## config.mk

```make
export PLATFORM = sky130hd
export DESIGN_NAME = leds7_cmd_arbiter_flat
export DESIGN_NICKNAME = d
export VERILOG_FILES = /design/src/rtl/leds7_cmd_arbiter_if.sv /design/src/rtl/leds7_cmd_arbiter.sv /design/src/flat_wrapper.sv
export SDC_FILE = /design/constraint.sdc
export NUM_CORES = 1
export LEC_CHECK = 0
export CAP_MARGIN = 20
export CELL_PAD_IN_SITES_DETAIL_PLACEMENT = 0
export CELL_PAD_IN_SITES_GLOBAL_PLACEMENT = 1
export CORE_MARGIN = 3
export CORE_UTILIZATION = 30
export DETAILED_ROUTE_END_ITERATION = 16
export PLACE_DENSITY_LB_ADDON = 0.1
export SLEW_MARGIN = 0
export SYNTH_ARGS = -nofsm -noshare
export SYNTH_HDL_FRONTEND = slang
export SYNTH_SLANG_ARGS = --single-unit
```

## constraint.sdc

```tcl
create_clock -name clk -period 4.4 [get_ports clk]
set_clock_uncertainty 0.15 [all_clocks]
set_input_delay 0.88 -clock clk [delete_from_list [all_inputs] [get_ports clk]]
set_output_delay 0.88 -clock clk [all_outputs]
set_load 0.02 [all_outputs]
```

## src/rtl/leds7_cmd_arbiter_if.sv

```systemverilog
// Bundle of requester-side and display-side signals for leds7_cmd_arbiter.
//   req_valid/req_led/req_value : per-requester digit update requests
//   req_ready                   : one-hot grant, combinational in IDLE
//   out_data/out_valid/out_ready: serialized command byte stream
//   busy                        : arbiter is not in IDLE
// The master modport is the arbiter; slave is the requesters plus downstream sink.
interface leds7_cmd_arbiter_if #(
  parameter int unsigned N_REQ = 4
);
  logic [N_REQ-1:0]   req_valid;
  logic [2*N_REQ-1:0] req_led;
  logic [4*N_REQ-1:0] req_value;
  logic [N_REQ-1:0]   req_ready;
  logic [7:0]         out_data;
  logic               out_valid;
  logic               out_ready;
  logic               busy;

  modport master (
    input  req_valid,
    input  req_led,
    input  req_value,
    output req_ready,
    output out_data,
    output out_valid,
    input  out_ready,
    output busy
  );

  modport slave (
    output req_valid,
    output req_led,
    output req_value,
    input  req_ready,
    input  out_data,
    input  out_valid,
    output out_ready,
    input  busy
  );
endinterface

```

## src/rtl/leds7_cmd_arbiter.sv

```systemverilog
// Round-robin arbiter that serializes digit updates from N_REQ requesters
// into the two-byte display command stream: 0xF0+index, then 0x00+value.
//   clk   : rising-edge clock
//   reset : asynchronous, active-high
//   bus   : leds7_cmd_arbiter_if master modport (requests in, bytes out)
// Parameters: N_REQ (2-8 requesters), GAP_CYCLES (0-255 idle cycles after a pair).
module leds7_cmd_arbiter #(
  parameter int unsigned N_REQ      = 4,
  parameter int unsigned GAP_CYCLES = 0
) (
  input  logic                clk,
  input  logic                reset,
  leds7_cmd_arbiter_if.master bus
);

  localparam int unsigned IDX_W = $clog2(N_REQ);
  localparam int unsigned GAP_W = 8;

  typedef enum logic [1:0] {
    ST_IDLE = 2'd0,
    ST_SEL  = 2'd1,
    ST_VAL  = 2'd2,
    ST_GAP  = 2'd3
  } state_e;

  state_e             state_q;
  logic [IDX_W-1:0]   last_grant_q;
  logic [3:0]         value_q;
  logic               out_valid_q;
  logic [7:0]         out_data_q;
  logic               busy_q;
  logic [GAP_W-1:0]   gap_q;

  logic [1:0]         led_arr_c [N_REQ];
  logic [3:0]         val_arr_c [N_REQ];
  logic               grant_found_c;
  logic [IDX_W-1:0]   grant_idx_c;
  logic [IDX_W-1:0]   cand_c;
  logic [N_REQ-1:0]   req_ready_c;

  // Split the flat request buses into per-requester fields.
  always_comb begin
    for (int unsigned i = 0; i < N_REQ; i++) begin
      led_arr_c[i] = bus.req_led[2*i +: 2];
      val_arr_c[i] = bus.req_value[4*i +: 4];
    end
  end

  // Round-robin search starting just after the last granted requester.
  always_comb begin
    grant_found_c = 1'b0;
    grant_idx_c   = '0;
    cand_c        = '0;
    for (int unsigned k = 1; k <= N_REQ; k++) begin
      cand_c = IDX_W'((32'(last_grant_q) + k) % N_REQ);
      if (!grant_found_c && bus.req_valid[cand_c]) begin
        grant_found_c = 1'b1;
        grant_idx_c   = cand_c;
      end
    end
  end

  // Grant is combinational so a requester sees acceptance in the IDLE cycle;
  // gated by reset so nothing is granted while reset is held.
  always_comb begin
    req_ready_c = '0;
    if (state_q == ST_IDLE && grant_found_c && !reset) begin
      req_ready_c = N_REQ'(1) << grant_idx_c;
    end
  end

  // Sequencer with registered byte stream outputs.
  always_ff @(posedge clk or posedge reset) begin
    if (reset) begin
      state_q      <= ST_IDLE;
      last_grant_q <= IDX_W'(N_REQ - 1);
      value_q      <= 4'h0;
      out_valid_q  <= 1'b0;
      out_data_q   <= 8'h00;
      busy_q       <= 1'b0;
      gap_q        <= '0;
    end else begin
      case (state_q)
        ST_IDLE: begin
          if (grant_found_c) begin
            last_grant_q <= grant_idx_c;
            value_q      <= val_arr_c[grant_idx_c];
            out_valid_q  <= 1'b1;
            out_data_q   <= {4'hF, 2'b00, led_arr_c[grant_idx_c]};
            busy_q       <= 1'b1;
            state_q      <= ST_SEL;
          end
        end
        ST_SEL: begin
          if (bus.out_ready) begin
            out_data_q <= {4'h0, value_q};
            state_q    <= ST_VAL;
          end
        end
        ST_VAL: begin
          if (bus.out_ready) begin
            out_valid_q <= 1'b0;
            out_data_q  <= 8'h00;
            if (GAP_CYCLES == 0) begin
              busy_q  <= 1'b0;
              state_q <= ST_IDLE;
            end else begin
              gap_q   <= GAP_W'(GAP_CYCLES - 1);
              state_q <= ST_GAP;
            end
          end
        end
        ST_GAP: begin
          // Leave in the cycle the counter reads zero.
          if (gap_q == '0) begin
            busy_q  <= 1'b0;
            state_q <= ST_IDLE;
          end else begin
            gap_q <= gap_q - GAP_W'(1);
          end
        end
        default: begin
          state_q     <= ST_IDLE;
          out_valid_q <= 1'b0;
          out_data_q  <= 8'h00;
          busy_q      <= 1'b0;
        end
      endcase
    end
  end

  assign bus.req_ready = req_ready_c;
  assign bus.out_valid = out_valid_q;
  assign bus.out_data  = out_data_q;
  assign bus.busy      = busy_q;

endmodule

```

## src/flat_wrapper.sv

```systemverilog
// flat-port wrapper written by rule: the top's interface ports become plain ports
module leds7_cmd_arbiter_flat 
#(
  parameter int unsigned N_REQ      = 4,
  parameter int unsigned GAP_CYCLES = 0
)
  (clk, reset, bus_req_valid, bus_req_led, bus_req_value, bus_req_ready, bus_out_data, bus_out_valid, bus_out_ready, bus_busy);
  leds7_cmd_arbiter_if #(.N_REQ(N_REQ)) bus_i ();
  input  logic clk;
  input  logic reset;
  input wire logic [$bits(bus_i.req_valid)-1:0] bus_req_valid;
  input wire logic [$bits(bus_i.req_led)-1:0] bus_req_led;
  input wire logic [$bits(bus_i.req_value)-1:0] bus_req_value;
  output wire logic [$bits(bus_i.req_ready)-1:0] bus_req_ready;
  output wire logic [$bits(bus_i.out_data)-1:0] bus_out_data;
  output wire logic [$bits(bus_i.out_valid)-1:0] bus_out_valid;
  input wire logic [$bits(bus_i.out_ready)-1:0] bus_out_ready;
  output wire logic [$bits(bus_i.busy)-1:0] bus_busy;
  assign bus_i.req_valid = bus_req_valid;
  assign bus_i.req_led = bus_req_led;
  assign bus_i.req_value = bus_req_value;
  assign bus_req_ready = bus_i.req_ready;
  assign bus_out_data = bus_i.out_data;
  assign bus_out_valid = bus_i.out_valid;
  assign bus_i.out_ready = bus_out_ready;
  assign bus_busy = bus_i.busy;
  leds7_cmd_arbiter #(.N_REQ(N_REQ), .GAP_CYCLES(GAP_CYCLES)) u_core (.clk(clk), .reset(reset), .bus(bus_i));
endmodule
```

# Word level (Yosys, flattened, before mapping)
# Cells that the tools add are included.
[totals]
word_cells = 84
reg_bits = 26
output_inout_bits = 14
input_bits = 31
[op_classes]
n_mux = 37
n_bitwise = 2
n_shift = 1
n_reduce_logical = 20
eq_ne = 7
order_cmp = 5
n_addsub = 5
[ops]
columns = ["cell", "n"]
rows = [
  ["$mux W8", 3],
  ["$pmux W8 S3", 1],
  ["$mux W2", 10],
  ["$lt A2 B3 Y1 const B", 4],
  ["$mux W4", 3],
  ["$reduce_and A4 Y1", 3],
  ["$mux W1", 11],
  ["$bmux W1 S2", 4],
  ["$bmux W4 S2", 1],
  ["$logic_not A8 Y1", 1],
  ["$pmux W2 S4", 1],
  ["$sub A8 B1 Y8 const B", 1],
  ["$reduce_bool A3 Y1", 2],
  ["$logic_and A1 B1 Y1", 5],
  ["$add A2 B1 Y2 const B", 2],
  ["$add A2 B2 Y2 const B", 2],
  ["$bmux W2 S2", 1],
  ["$eq A2 B2 Y1 const B", 2],
  ["$logic_not A1 Y1", 4],
  ["$ne A2 B1 Y1 const B", 2],
  ["$ne A2 B2 Y1 const B", 2],
  ["$reduce_and A2 Y1", 2],
  ["$shl A1 B2 Y4 const A", 1],
  ["$ge A3 B3 Y1 const B", 1],
  ["other kinds (8)", 8],
]

# Logic depth before layout (Yosys ltp)
[logic_depth]
depth_word = 19
ltp_mapped = 8
mapped_depth_nobuf = 7

# Worst setup path before layout
# Ideal clock, no wire load.
[synth_path]
kind = "input to output"
startpoint = "input port bus_req_valid[1]"
endpoint = "output port bus_req_ready[2]"
setup_slack_ns = 1.138
path_buffers = 2
t_required_ns = 3.370
cell_stages = 6
arrival_time_ns = 2.232
cell_sequence = "buf_6 > o211a_1 > a2111oi_4 > buf_6 > nand2_1 > nor2_1"
[synth_between]
elab_chain_len = 15
elab_cells_between_ends = 26
classes_between = "shift: 1; mux: 17; reduce/logical: 8"
[synth_rtl]
columns = ["element", "line_no", "rtl"]
rows = [
  ["start: declaration", "flat_wrapper.sv:11", "input wire logic [$bits(bus_i.req_valid)-1:0] bus_req_valid;"],
  ["$bmux W1 S2", "leds7_cmd_arbiter.sv:56", "if (!grant_found_c && bus.req_valid[cand_c]) begin"],
  ["$mux W1 (implied by the code)", "leds7_cmd_arbiter.sv:56", ""],
  ["$mux W1", "leds7_cmd_arbiter.sv:56", ""],
  ["$logic_not A1 Y1", "leds7_cmd_arbiter.sv:56", ""],
  ["$logic_and A1 B1 Y1", "leds7_cmd_arbiter.sv:56", ""],
  ["$mux W1", "leds7_cmd_arbiter.sv:56", ""],
  ["$logic_not A1 Y1", "leds7_cmd_arbiter.sv:56", ""],
  ["$logic_and A1 B1 Y1", "leds7_cmd_arbiter.sv:56", ""],
  ["$mux W1", "leds7_cmd_arbiter.sv:56", ""],
  ["$logic_not A1 Y1", "leds7_cmd_arbiter.sv:56", ""],
  ["$logic_and A1 B1 Y1", "leds7_cmd_arbiter.sv:56", ""],
  ["$mux W1", "leds7_cmd_arbiter.sv:56", ""],
  ["$logic_and A1 B1 Y1 (2 in series)", "leds7_cmd_arbiter.sv:67", "if (state_q == ST_IDLE && grant_found_c && !reset) begin"],
  ["$mux W4 (*)", "leds7_cmd_arbiter.sv:67", ""],
  ["end: declaration", "flat_wrapper.sv:14", "output wire logic [$bits(bus_i.req_ready)-1:0] bus_req_ready;"],
]
# Mark *: on every way between the ends. The rest lies on a longest branch, timed or not. The select of a mux whose other input is x is not followed.

# Final worst setup path
[layout_path]
startpoint = "input port bus_req_valid[0]"
endpoint = "output port bus_req_ready[3]"
# Same word-level chain as after synthesis.

==> flow_summary_export.csv <==
group,metric,value,unit
synthesis,synth_seq_cells,23,
timing,finalCritPeriodShare,93.0,%
synthesis,ys.warnings.count,0,
global_route,grt_max_degree,24,
outcome,status,"finished clean",
power,leakagePower,0.868,nW
setup_path,timing.rr.end,"u_core.bus.busy",
power,switching_power,0.000480,W
hold_path,hold_start,"u_core.gap_q[7]",
setup_path,crit_chain,"clkdlybuf4s50_1, o211a_1, a2111oi_4, and3_1, clkdlybuf4s50_1",
cells_and_area,final_cell_mix,"clkdlybuf4s50_1, nand2_1, dfrtp_1",
global_route,gr-total-overflow,0,
cells_and_area,mostFrequentLayoutCell,"clkdlybuf4s50_1",
timing,hold_slack,333,ps
setup_path,end_kind,"output port",
setup_path,slowest_stage,"clkdlybuf4s50_1",
timing,hold_viol,0,
cells_and_area,area_growth_syn_to_layout,33.4,%
floorplanning,die_area,0.00613,mm²
global_route,grt_first_pass_wirelength,6.20,mm
route,drtPass1Iterations,4,
placement,placed_area,0.00204,mm²
floorplanning,initial_utilization,32.1,%
setup_path,cp_common_cell,"clkdlybuf4s50_1",
cells_and_area,drive_above_1_share,11.2,%
setup_path,max_stage_delay,600,ps
setup_path,regToRegSetupSlack,2070,ps
placement,place.gp.congestion,0.866,
global_route,track_usage,12.7,%
cts,clk_pin_slew_worst_paths,80,ps
hold_path,hold_class,"reg -> reg",
timing,fin_crit,4090,ps
setup_path,worst_ep_arrival_time,3060,ps
synthesis,synth_nets,212,
cts,cts_resized,0,
route,avgViaCountPerCell,4.78,
job,maxCapViolCount,0,
setup_path,crit_family,"buffers and inverters",
synthesis,syn_avg_cell_area,9.06,µm²
power,switching_share,41.5,%
floorplanning,core_area,0.00488,mm²
synthesis,ys_seq_area_share,36.9,%
cells_and_area,fillers,489,
timing,finalSetupTns,0,ps
cts,numCtsBuffers,3,
cts,cts_tree,"built",
route,drtIter0Drc,40,
global_route,antenna_found_initial,0,
cts,cts_num_sinks,23,
cts,cts.htree.levels,1,
timing,tightestPinTransition,873,ps
setup_path,critPathRequiredTime,3370,ps
route,ant_nets,0,
setup_path,setup.worst_path.class,"in -> out",
placement,port_buffers,44,
placement,hpwl,3.06,mm
timing,rsz0062_at_grt,"no",
setup_path,worstRegToRegCells,5,
synthesis,yosys-top-cells-area,"dfrtp_1, nand2_1, mux2_2, ha_1, dfstp_2",
power,power_per_cell_area,553,mW/mm²
cells_and_area,antenna_cells,0,
power,combPwrFrac,57.9,%
hold_path,min_to,"u_core.gap_q[7]",
cts,cts_buffer_depth,2,
power,seqPwrFrac,30.6,%
route,route.detailed.drc,0,
floorplanning,die_width,78.3,µm
timing,max_clock_freq,244,MHz
setup_path,path_max_fanout,9,
synthesis,syn_area,0.00157,mm²
cts,insertion_delay,260,ps
synthesis,yosys.area.top_type,"dfrtp_1",
cells_and_area,nets,254,
synthesis,ys_types,44,
synthesis,netlist_instances,173,
synthesis,synth_top_cell_area_share,33.5,%
global_route,grt_pass1_vias,1355,
power,p_clk_share,11.5,%
setup_path,cp_num_buf_inv,2,
floorplanning,rows,25,
cts,cts_setup_buffers,0,
route,vias,1342,
setup_path,crit_path_start_kind,"input port",
power,cellInternalPower,0.000677,W
route,wl_per_cell,13.6,µm
power,peakVddDrop,0.204,mV
hold_path,holdPathStages,1,
placement,dp.cells,277,
cts,postCtsHoldBufs,0,
floorplanning,ios,45,
route,wl,3.81,mm
cts,cts_root_buffer,"clkbuf_8",
floorplanning,fp.dieH,78.3,µm
cells_and_area,layout.cells.non_filler,281,
timing,maxSlewViolCount,0,
timing,setup_viol,0,
timing,slew_headroom,41.8,%
cells_and_area,final_area,0.00209,mm²
setup_path,r2r_start,"u_core.gap_q[3]",
-- through the flow --
step,setup slack (ps),utilization (%),power (W)
finish,307,42.8,0.00116
global route,205,42.8,0.00126
CTS,299,42.8,0.00118
detailed placement,313,41.9,0.00104
global placement,349,41.9,0.00103
floorplan,1140,-,0.000820
-- metal layers --
layer	GRT usage (%)	wire length, µm	vias to the layer above
li1	-	-	683
met1	15.1	1630	633
met2	22.5	1970	19
met3	2.41	136	7
met4	4.90	74	0
met5	0	0	-
-- cell type report --
class                   count  area [µm²]  area share [%]
flip-flops and latches     23         578            27.6
inverters                   8        30.0            1.44
clock buffers               3        41.3            1.97
multi-input cells         131         882            42.2
clock inverters             1        5.00           0.239
well taps                  67        83.8            4.01
repair buffers             48         470            22.5
-- worst max path at each step --
stage	startpoint	endpoint	slack, ps	depth (start not counted)
after floorplan	bus_req_valid[1]	bus_req_ready[2]	1140	6
after global placement	bus_req_valid[0]	bus_req_ready[3]	350	5
after detailed placement	bus_req_valid[0]	bus_req_ready[3]	310	5
after CTS	bus_req_valid[0]	bus_req_ready[3]	300	5
after global routing	bus_req_valid[0]	bus_req_ready[2]	210	6
final	bus_req_valid[0]	bus_req_ready[3]	310	5
-- kinds of logic after synthesis --
family / count (synthesis) / synth area share (%)
AND/OR/NAND/NOR: 71 / 21.0
AO/OA/AOI/OAI: 34 / 17.2
flip-flops: 23 / 36.9
buffers and inverters: 19 / 6.86
multiplexers: 11 / 7.74
adder cells (fa/ha/maj): 8 / 6.38
XOR/XNOR: 7 / 3.91
-- cell usage after synthesis (all sizes together) --
library cell / n
a41oi: 2
a21o: 3
clkbuf: 3
dfstp: 2
xor2: 1
xnor2: 6
nand3: 8
and3: 1
dfrtp: 21
mux2i: 2
nand2b: 2
a221o: 1
a31oi: 1
a2111oi: 1
nor3: 4
o21ai: 4
and3b: 1
o211ai: 1
nor2b: 4
or2b: 1
or2: 1
or4: 1
o311ai: 2
a221oi: 3
o32a: 1
o221ai: 1
a22o: 2
ha: 8
nor2: 12
inv: 8
o211a: 1
a21oi: 11
nand2: 30
buf: 8
or3: 1
and2: 3
nor4: 2
mux2: 9
-- sequential cells by signal, summed over array words and instances (netlist names) --
| name | count |
|---|---|
| u_core.gap_q | 8 |
| u_core.state_q | 2 |
| u_core.bus.busy | 1 |
| u_core.value_q | 4 |
| u_core.last_grant_q | 2 |
| u_core.bus.out_valid | 1 |
| u_core.bus.out_data | 5 |
-- power by group through the flow --
stage	clock network, W	registers [W]	logic [W]
after CTS	0.000139	0.000353	0.000684
after floorplan	0	0.000371	0.000449
after global placement	0	0.000354	0.000674
final	0.000133	0.000354	0.000671
after detailed placement	0	0.000359	0.000677
after global routing	0.000150	0.000365	0.000741
(Power assumes the default switching activity.)
==> edit 1, RTL diff (same flow settings) <==
`N_REQ` is set to 4 in 3 places; all go to 2.
--- a/src/rtl/leds7_cmd_arbiter_if.sv
+++ b/src/rtl/leds7_cmd_arbiter_if.sv
@@ -5,7 +5,7 @@
 //   busy                        : arbiter is not in IDLE
 // The master modport is the arbiter; slave is the requesters plus downstream sink.
 interface leds7_cmd_arbiter_if #(
-  parameter int unsigned N_REQ = 4
+  parameter int unsigned N_REQ = 2
 );
   logic [N_REQ-1:0]   req_valid;
   logic [2*N_REQ-1:0] req_led;
--- a/src/rtl/leds7_cmd_arbiter.sv
+++ b/src/rtl/leds7_cmd_arbiter.sv
@@ -5,7 +5,7 @@
 //   bus   : leds7_cmd_arbiter_if master modport (requests in, bytes out)
 // Parameters: N_REQ (2-8 requesters), GAP_CYCLES (0-255 idle cycles after a pair).
 module leds7_cmd_arbiter #(
-  parameter int unsigned N_REQ      = 4,
+  parameter int unsigned N_REQ      = 2,
   parameter int unsigned GAP_CYCLES = 0
 ) (
   input  logic                clk,
--- a/src/flat_wrapper.sv
+++ b/src/flat_wrapper.sv
@@ -1,7 +1,7 @@
 // flat-port wrapper written by rule: the top's interface ports become plain ports
 module leds7_cmd_arbiter_flat 
 #(
-  parameter int unsigned N_REQ      = 4,
+  parameter int unsigned N_REQ      = 2,
   parameter int unsigned GAP_CYCLES = 0
 )
   (clk, reset, bus_req_valid, bus_req_led, bus_req_value, bus_req_ready, bus_out_data, bus_out_valid, bus_out_ready, bus_busy);
Ports: changed (resized bus_req_led, bus_req_ready, bus_req_valid and bus_req_value); port bits go from 45 to 29. No check against the original RTL was run, so the function may have changed too.
==> edit 1 against the original RTL <==
- worst setup slack better by 500 ps
- synthesized area decreased by 19%
- sequential cell count shrank 1
- design area is 21% lower
- non-clock buffer count decreased by 18
- routed wire length shrank 31%
- total power fell by 15%
==> edit 1: results (changes against the original RTL) <==
<table>
<tr><th>Metric</th><th>Value</th></tr>
<tr><th colspan="2">Run status</th></tr>
<tr><td>Run status</td><td>complete, no violations</td></tr>
<tr><th colspan="2">Setup path</th></tr>
<tr><td>Data arrival time of the worst path</td><td>2570 ps (-490 ps)</td></tr>
<tr><td>Critical R2R Capture</td><td>u_core.bus.out_data[0]</td></tr>
<tr><td>Slack of the worst reg-to-reg path</td><td>2160 ps (+90 ps)</td></tr>
<tr><td>Delay of the slowest cell on the worst path</td><td>640 ps (+40 ps)</td></tr>
<tr><td>Startpoint of the most critical register-to-register path</td><td>u_core.state_q[0]</td></tr>
<tr><th colspan="2">Logic synthesis</th></tr>
<tr><td>Commonest cells in the netlist</td><td>21 x sky130_fd_sc_hd__dfrtp_1, 9 x sky130_fd_sc_hd__inv_1, 9 x sky130_fd_sc_hd__nand2_1, 9 x sky130_fd_sc_hd__o21ai_0</td></tr>
<tr><td>Sequential cell area fraction in the yosys report</td><td>43.7% (+6.8 points)</td></tr>
<tr><td>Post-synthesis net count</td><td>148 (-30%)</td></tr>
<tr><td>Cell variety after synth</td><td>38 (-14%)</td></tr>
<tr><td>Synth area leaders</td><td>sky130_fd_sc_hd__dfrtp_1 42%, sky130_fd_sc_hd__ha_1 7.9%, sky130_fd_sc_hd__mux2i_1 6.3%</td></tr>
<tr><th colspan="2">Min path</th></tr>
<tr><td>Worst Hold Path EP</td><td>u_core.value_q[1]</td></tr>
<tr><td>Number of instances on the worst hold path</td><td>2 (+1)</td></tr>
<tr><th colspan="2">Finish</th></tr>
<tr><td>Nets@finish</td><td>177 (-30%)</td></tr>
<tr><th colspan="2">Placement</th></tr>
<tr><td>Post-DP HPWL</td><td>2.05 mm (-33%)</td></tr>
<tr><td>Quantity of I/O buffers inserted on ports</td><td>28 (-36%)</td></tr>
<tr><td>Routability cong.</td><td>0.733 (-15%)</td></tr>
<tr><th colspan="2">Power and ir drop</th></tr>
<tr><td>Largest voltage drop on the vdd net</td><td>0.000287 V (+41%)</td></tr>
<tr><th colspan="2">Routing</th></tr>
<tr><td>Post-DR wirelength/cell</td><td>13.2 um (-2.8%)</td></tr>
<tr><td>Length of routed met3 wiring</td><td>92 um (-32%)</td></tr>
<tr><td>Total via count in the routed design</td><td>971 (-28%)</td></tr>
<tr><td>Violation count after the first detailed-routing iteration</td><td>49 (+23%)</td></tr>
<tr><td>Wl on met1</td><td>1.36 mm (-16%)</td></tr>
<tr><th colspan="2">Global routing</th></tr>
<tr><td>Largest net degree at the start of global routing</td><td>23 (-4.2%)</td></tr>
<tr><td>Global-route wire length before repair</td><td>4.68 mm (-24%)</td></tr>
<tr><th colspan="2">Timing</th></tr>
<tr><td>Worst rel slew slack</td><td>45.1% (+3.3 points)</td></tr>
</table>
edit 1: cell count changes in the layout (fill, tap and decap cells not counted), sizes merged, moves of 8 or more:
cell / delta
a21oi: -10
clkdlybuf4s50: -16
mux2: -8
nand2: -21
nor2: -9
edit 1: final cells by class:
class                           instances  area (sq um)
Clock buffer                            3          41.3
Multi-Input combinational cell         86           642
Tap cell                               48          60.1
Clock inverter                          1          30.0
Timing Repair Buffer                   30           295
Fill cell                             385          2200
Inverter                                9          33.8
Sequential cell                        22           552
edit 1: layer usage:
layer | vias to the layer above | track usage (%)
li1 | 499 | -
met2 | 15 | 16.7
met4 | 0 | 3.13
met5 | - | 0
met1 | 455 | 16.6
met3 | 2 | 2.56
edit 1: worst min-delay path, cell delays in order (launching register included):
cell	delay, ps
sky130_fd_sc_hd__dfrtp_1	350
sky130_fd_sc_hd__nand2_1	50
sky130_fd_sc_hd__o21ai_0	60
edit 1: cell families after synthesis:
logic type | after synthesis | synth area share [%]
fa+ha+maj | 8 | 7.93
buf+inv | 15 | 5.45
simple gates | 33 | 14.7
flops | 22 | 43.7
compound gates | 31 | 17.5
xor+xnor | 5 | 3.47
mux | 9 | 7.24
edit 1: report_power, final:
group / internal (uW) / total [uW] / switching (uW)
combinational: 228 / 473 / 245
clock: 121 / 188 / 67.0
sequential: 272 / 317 / 45.8
total: 621 / 979 / 358
edit 1: per-stage QoR:
step | cell area [sq um] | worst slack [ps] | total power (uW) | hold WS, ps | util [%]
floorplan | 1260 | 1640 | 636 | 300 | -
global placement | 1580 | 824 | 798 | 326 | 41.1
CTS | 1650 | 787 | 996 | 341 | 42.9
global route | 1650 | 658 | 1060 | 381 | 42.9
finish | 1650 | 802 | 979 | 337 | 42.9
detailed placement | 1580 | 812 | 801 | 322 | 41.1
edit 1: worst max path at each step:
stage                           startpoint                to  slack [ps]  depth (start not counted)
after floorplan                      reset  bus_req_ready[1]        1640                          2
after global placement    bus_req_valid[1]  bus_req_ready[0]         820                          5
after global routing      bus_req_valid[1]  bus_req_ready[0]         660                          4
final                     bus_req_valid[1]  bus_req_ready[0]         800                          5
after CTS                 bus_req_valid[1]  bus_req_ready[0]         790                          5
after detailed placement  bus_req_valid[1]  bus_req_ready[0]         810                          5
==> edit 2, RTL diff (same flow settings) <==
Without the edit above. Re-encode `state_e` (4 states) as one-hot, 4 bits wide.
--- a/src/rtl/leds7_cmd_arbiter.sv
+++ b/src/rtl/leds7_cmd_arbiter.sv
@@ -16,11 +16,11 @@
   localparam int unsigned IDX_W = $clog2(N_REQ);
   localparam int unsigned GAP_W = 8;
 
-  typedef enum logic [1:0] {
-    ST_IDLE = 2'd0,
-    ST_SEL  = 2'd1,
-    ST_VAL  = 2'd2,
-    ST_GAP  = 2'd3
+  typedef enum logic [3:0] {
+    ST_IDLE = 4'b0001,
+    ST_SEL  = 4'b0010,
+    ST_VAL  = 4'b0100,
+    ST_GAP  = 4'b1000
   } state_e;
 
   state_e             state_q;
Check against the original RTL: same outputs for any inputs over 4 cycles, from zero or initial values and one cycle with reset high; so few cycles prove little.
==> edit 2 against the original RTL <==
- sequential cell count decreased by 9
- worst setup slack got worse by 96 ps
- routed wire length decreased by 21%
- critical path depth increased by 1
- count of clock-buffer cells in the layout increased by 1
- fmax decreased by 2.3%
- synthesized area decreased by 28%
- total power decreased by 21%
- design area decreased by 22%
- largest cell class unchanged
==> edit 2: results (changes against the original RTL) <==
<table>
<tr><th>Metric</th><th>Value</th></tr>
<tr><th colspan="2">Setup path</th></tr>
<tr><td>Data arrival time of the worst path</td><td>3160 ps (+100 ps)</td></tr>
<tr><td>Delay of the slowest cell on the worst path</td><td>660 ps (+60 ps)</td></tr>
<tr><td>Max FO, Critical Path</td><td>12 (+3)</td></tr>
<tr><th colspan="2">Timing</th></tr>
<tr><td>Actual transition at the worst max-transition pin</td><td>534 ps (-338 ps)</td></tr>
<tr><th colspan="2">Logic synthesis</th></tr>
<tr><td>Mapped Avg Cell Area</td><td>8.59 sq um (-5.2%)</td></tr>
<tr><td>Arithmetic-cell share of the synthesized area counting full adders, half adders and majority gates</td><td>0% (-6.4 points)</td></tr>
<tr><td>XOR/XNOR share of the synthesized area</td><td>0% (-3.9 points)</td></tr>
<tr><td>Synthesized-area fraction occupied by ao, oa, aoi and oai cells</td><td>22.2% (+4.9 points)</td></tr>
<tr><td>Post-synthesis net count</td><td>163 (-23%)</td></tr>
<tr><td>Sequential cell area fraction in the yosys report</td><td>31.2% (-5.6 points)</td></tr>
<tr><td>Yosys top cell area share</td><td>24.3% (-9.2 points)</td></tr>
<tr><th colspan="2">Run status</th></tr>
<tr><td>Run status</td><td>complete, no violations</td></tr>
<tr><th colspan="2">Power and ir drop</th></tr>
<tr><td>Largest voltage drop on the vdd net</td><td>0.000148 V (-27%)</td></tr>
<tr><td>P_leak</td><td>0.000640 uW (-26%)</td></tr>
<tr><th colspan="2">Global routing</th></tr>
<tr><td>Largest net degree at the start of global routing</td><td>16 (-33%)</td></tr>
<tr><td>Met2 track demand over resource in global routing</td><td>20.7% (-1.9 points)</td></tr>
<tr><td>Via count of the first global-routing pass</td><td>1043 (-23%)</td></tr>
<tr><td>Met3 track utilization from global routing</td><td>1.83% (-0.58 points)</td></tr>
<tr><th colspan="2">Clocking</th></tr>
<tr><td>Register clock-pin slew on the reported worst setup and hold paths</td><td>60 ps (-20 ps)</td></tr>
<tr><th colspan="2">Routing</th></tr>
<tr><td>Post-DR wirelength/cell</td><td>13.9 um (+2.6%)</td></tr>
<tr><td>Vias per cell</td><td>4.96 (+3.9%)</td></tr>
<tr><th colspan="2">Finish</th></tr>
<tr><td>Nets@finish</td><td>203 (-20%)</td></tr>
<tr><td>Max FFs per register</td><td>5 (-3)</td></tr>
<tr><td>Fin cells</td><td>217 (-23%)</td></tr>
<tr><td>Fill cell instance count of the final layout</td><td>363 (-26%)</td></tr>
<tr><th colspan="2">Placement</th></tr>
<tr><td>Placed Instances</td><td>213 (-23%)</td></tr>
</table>
edit 2: worst paths after layout:
path / startpoint / endpoint / slack, ps / cells past startpoint
worst max-delay path: bus_req_valid[3] / bus_req_ready[3] / 210 / 6
worst min-delay path: u_core.bus.out_data[2] / u_core.bus.out_data[2] / 330 / 2
worst max register to register: u_core.last_grant_q[1] / u_core.value_q[2] / 1940 / 5
worst min register to register: u_core.bus.out_data[2] / u_core.bus.out_data[2] / 330 / 2
max in group asynchronous: reset / u_core.state_q[0] / 2780 / 2
min in group asynchronous: reset / u_core.value_q[1] / 960 / 2
edit 2: per-layer routing:
layer  part of all wire, %  wire length (um)  vias up
met5                     0                 0        -
met4                  0.63                19        0
met3                   4.0               122        2
met2                    45              1340       28
met1                    51              1530      488
li1                      -                 -      559
edit 2: layout make-up:
class                      instances  area share [%]
multi-input combinational        105            43.1
timing repair buffer              45            27.5
sequential                        14            21.8
tap                               46            3.54
clock buffer                       4            3.38
inverter                           3           0.692
edit 2: worst max-delay path: cells and delay by family:
kind / cells / cell delay [ps]
compound gates: 1 / 330
buf+inv: 2 / 1300
simple gates: 3 / 640
edit 2: stage by stage:
stage	util [%]	cell area, sq um	setup slack (ps)
2_1_floorplan	-	1130	1170
3_3_place_gp	45.0	1570	263
3_5_place_dp	45.0	1570	210
4_1_cts	46.6	1630	203
5_1_grt	46.6	1630	96.4
6_report	46.6	1630	211
edit 2: power by group through the flow:
stage	combinational [uW]	sequential (uW)	clock, uW
4_1_cts	526	269	127
6_report	522	269	123
3_3_place_gp	531	266	0
2_1_floorplan	387	254	0
5_1_grt	580	278	135
3_5_place_dp	525	270	0
edit 2: kinds of logic after synthesis:
kind of cell | Yosys count
mux | 8
simple gates | 62
flops | 14
buf+inv | 13
compound gates | 35
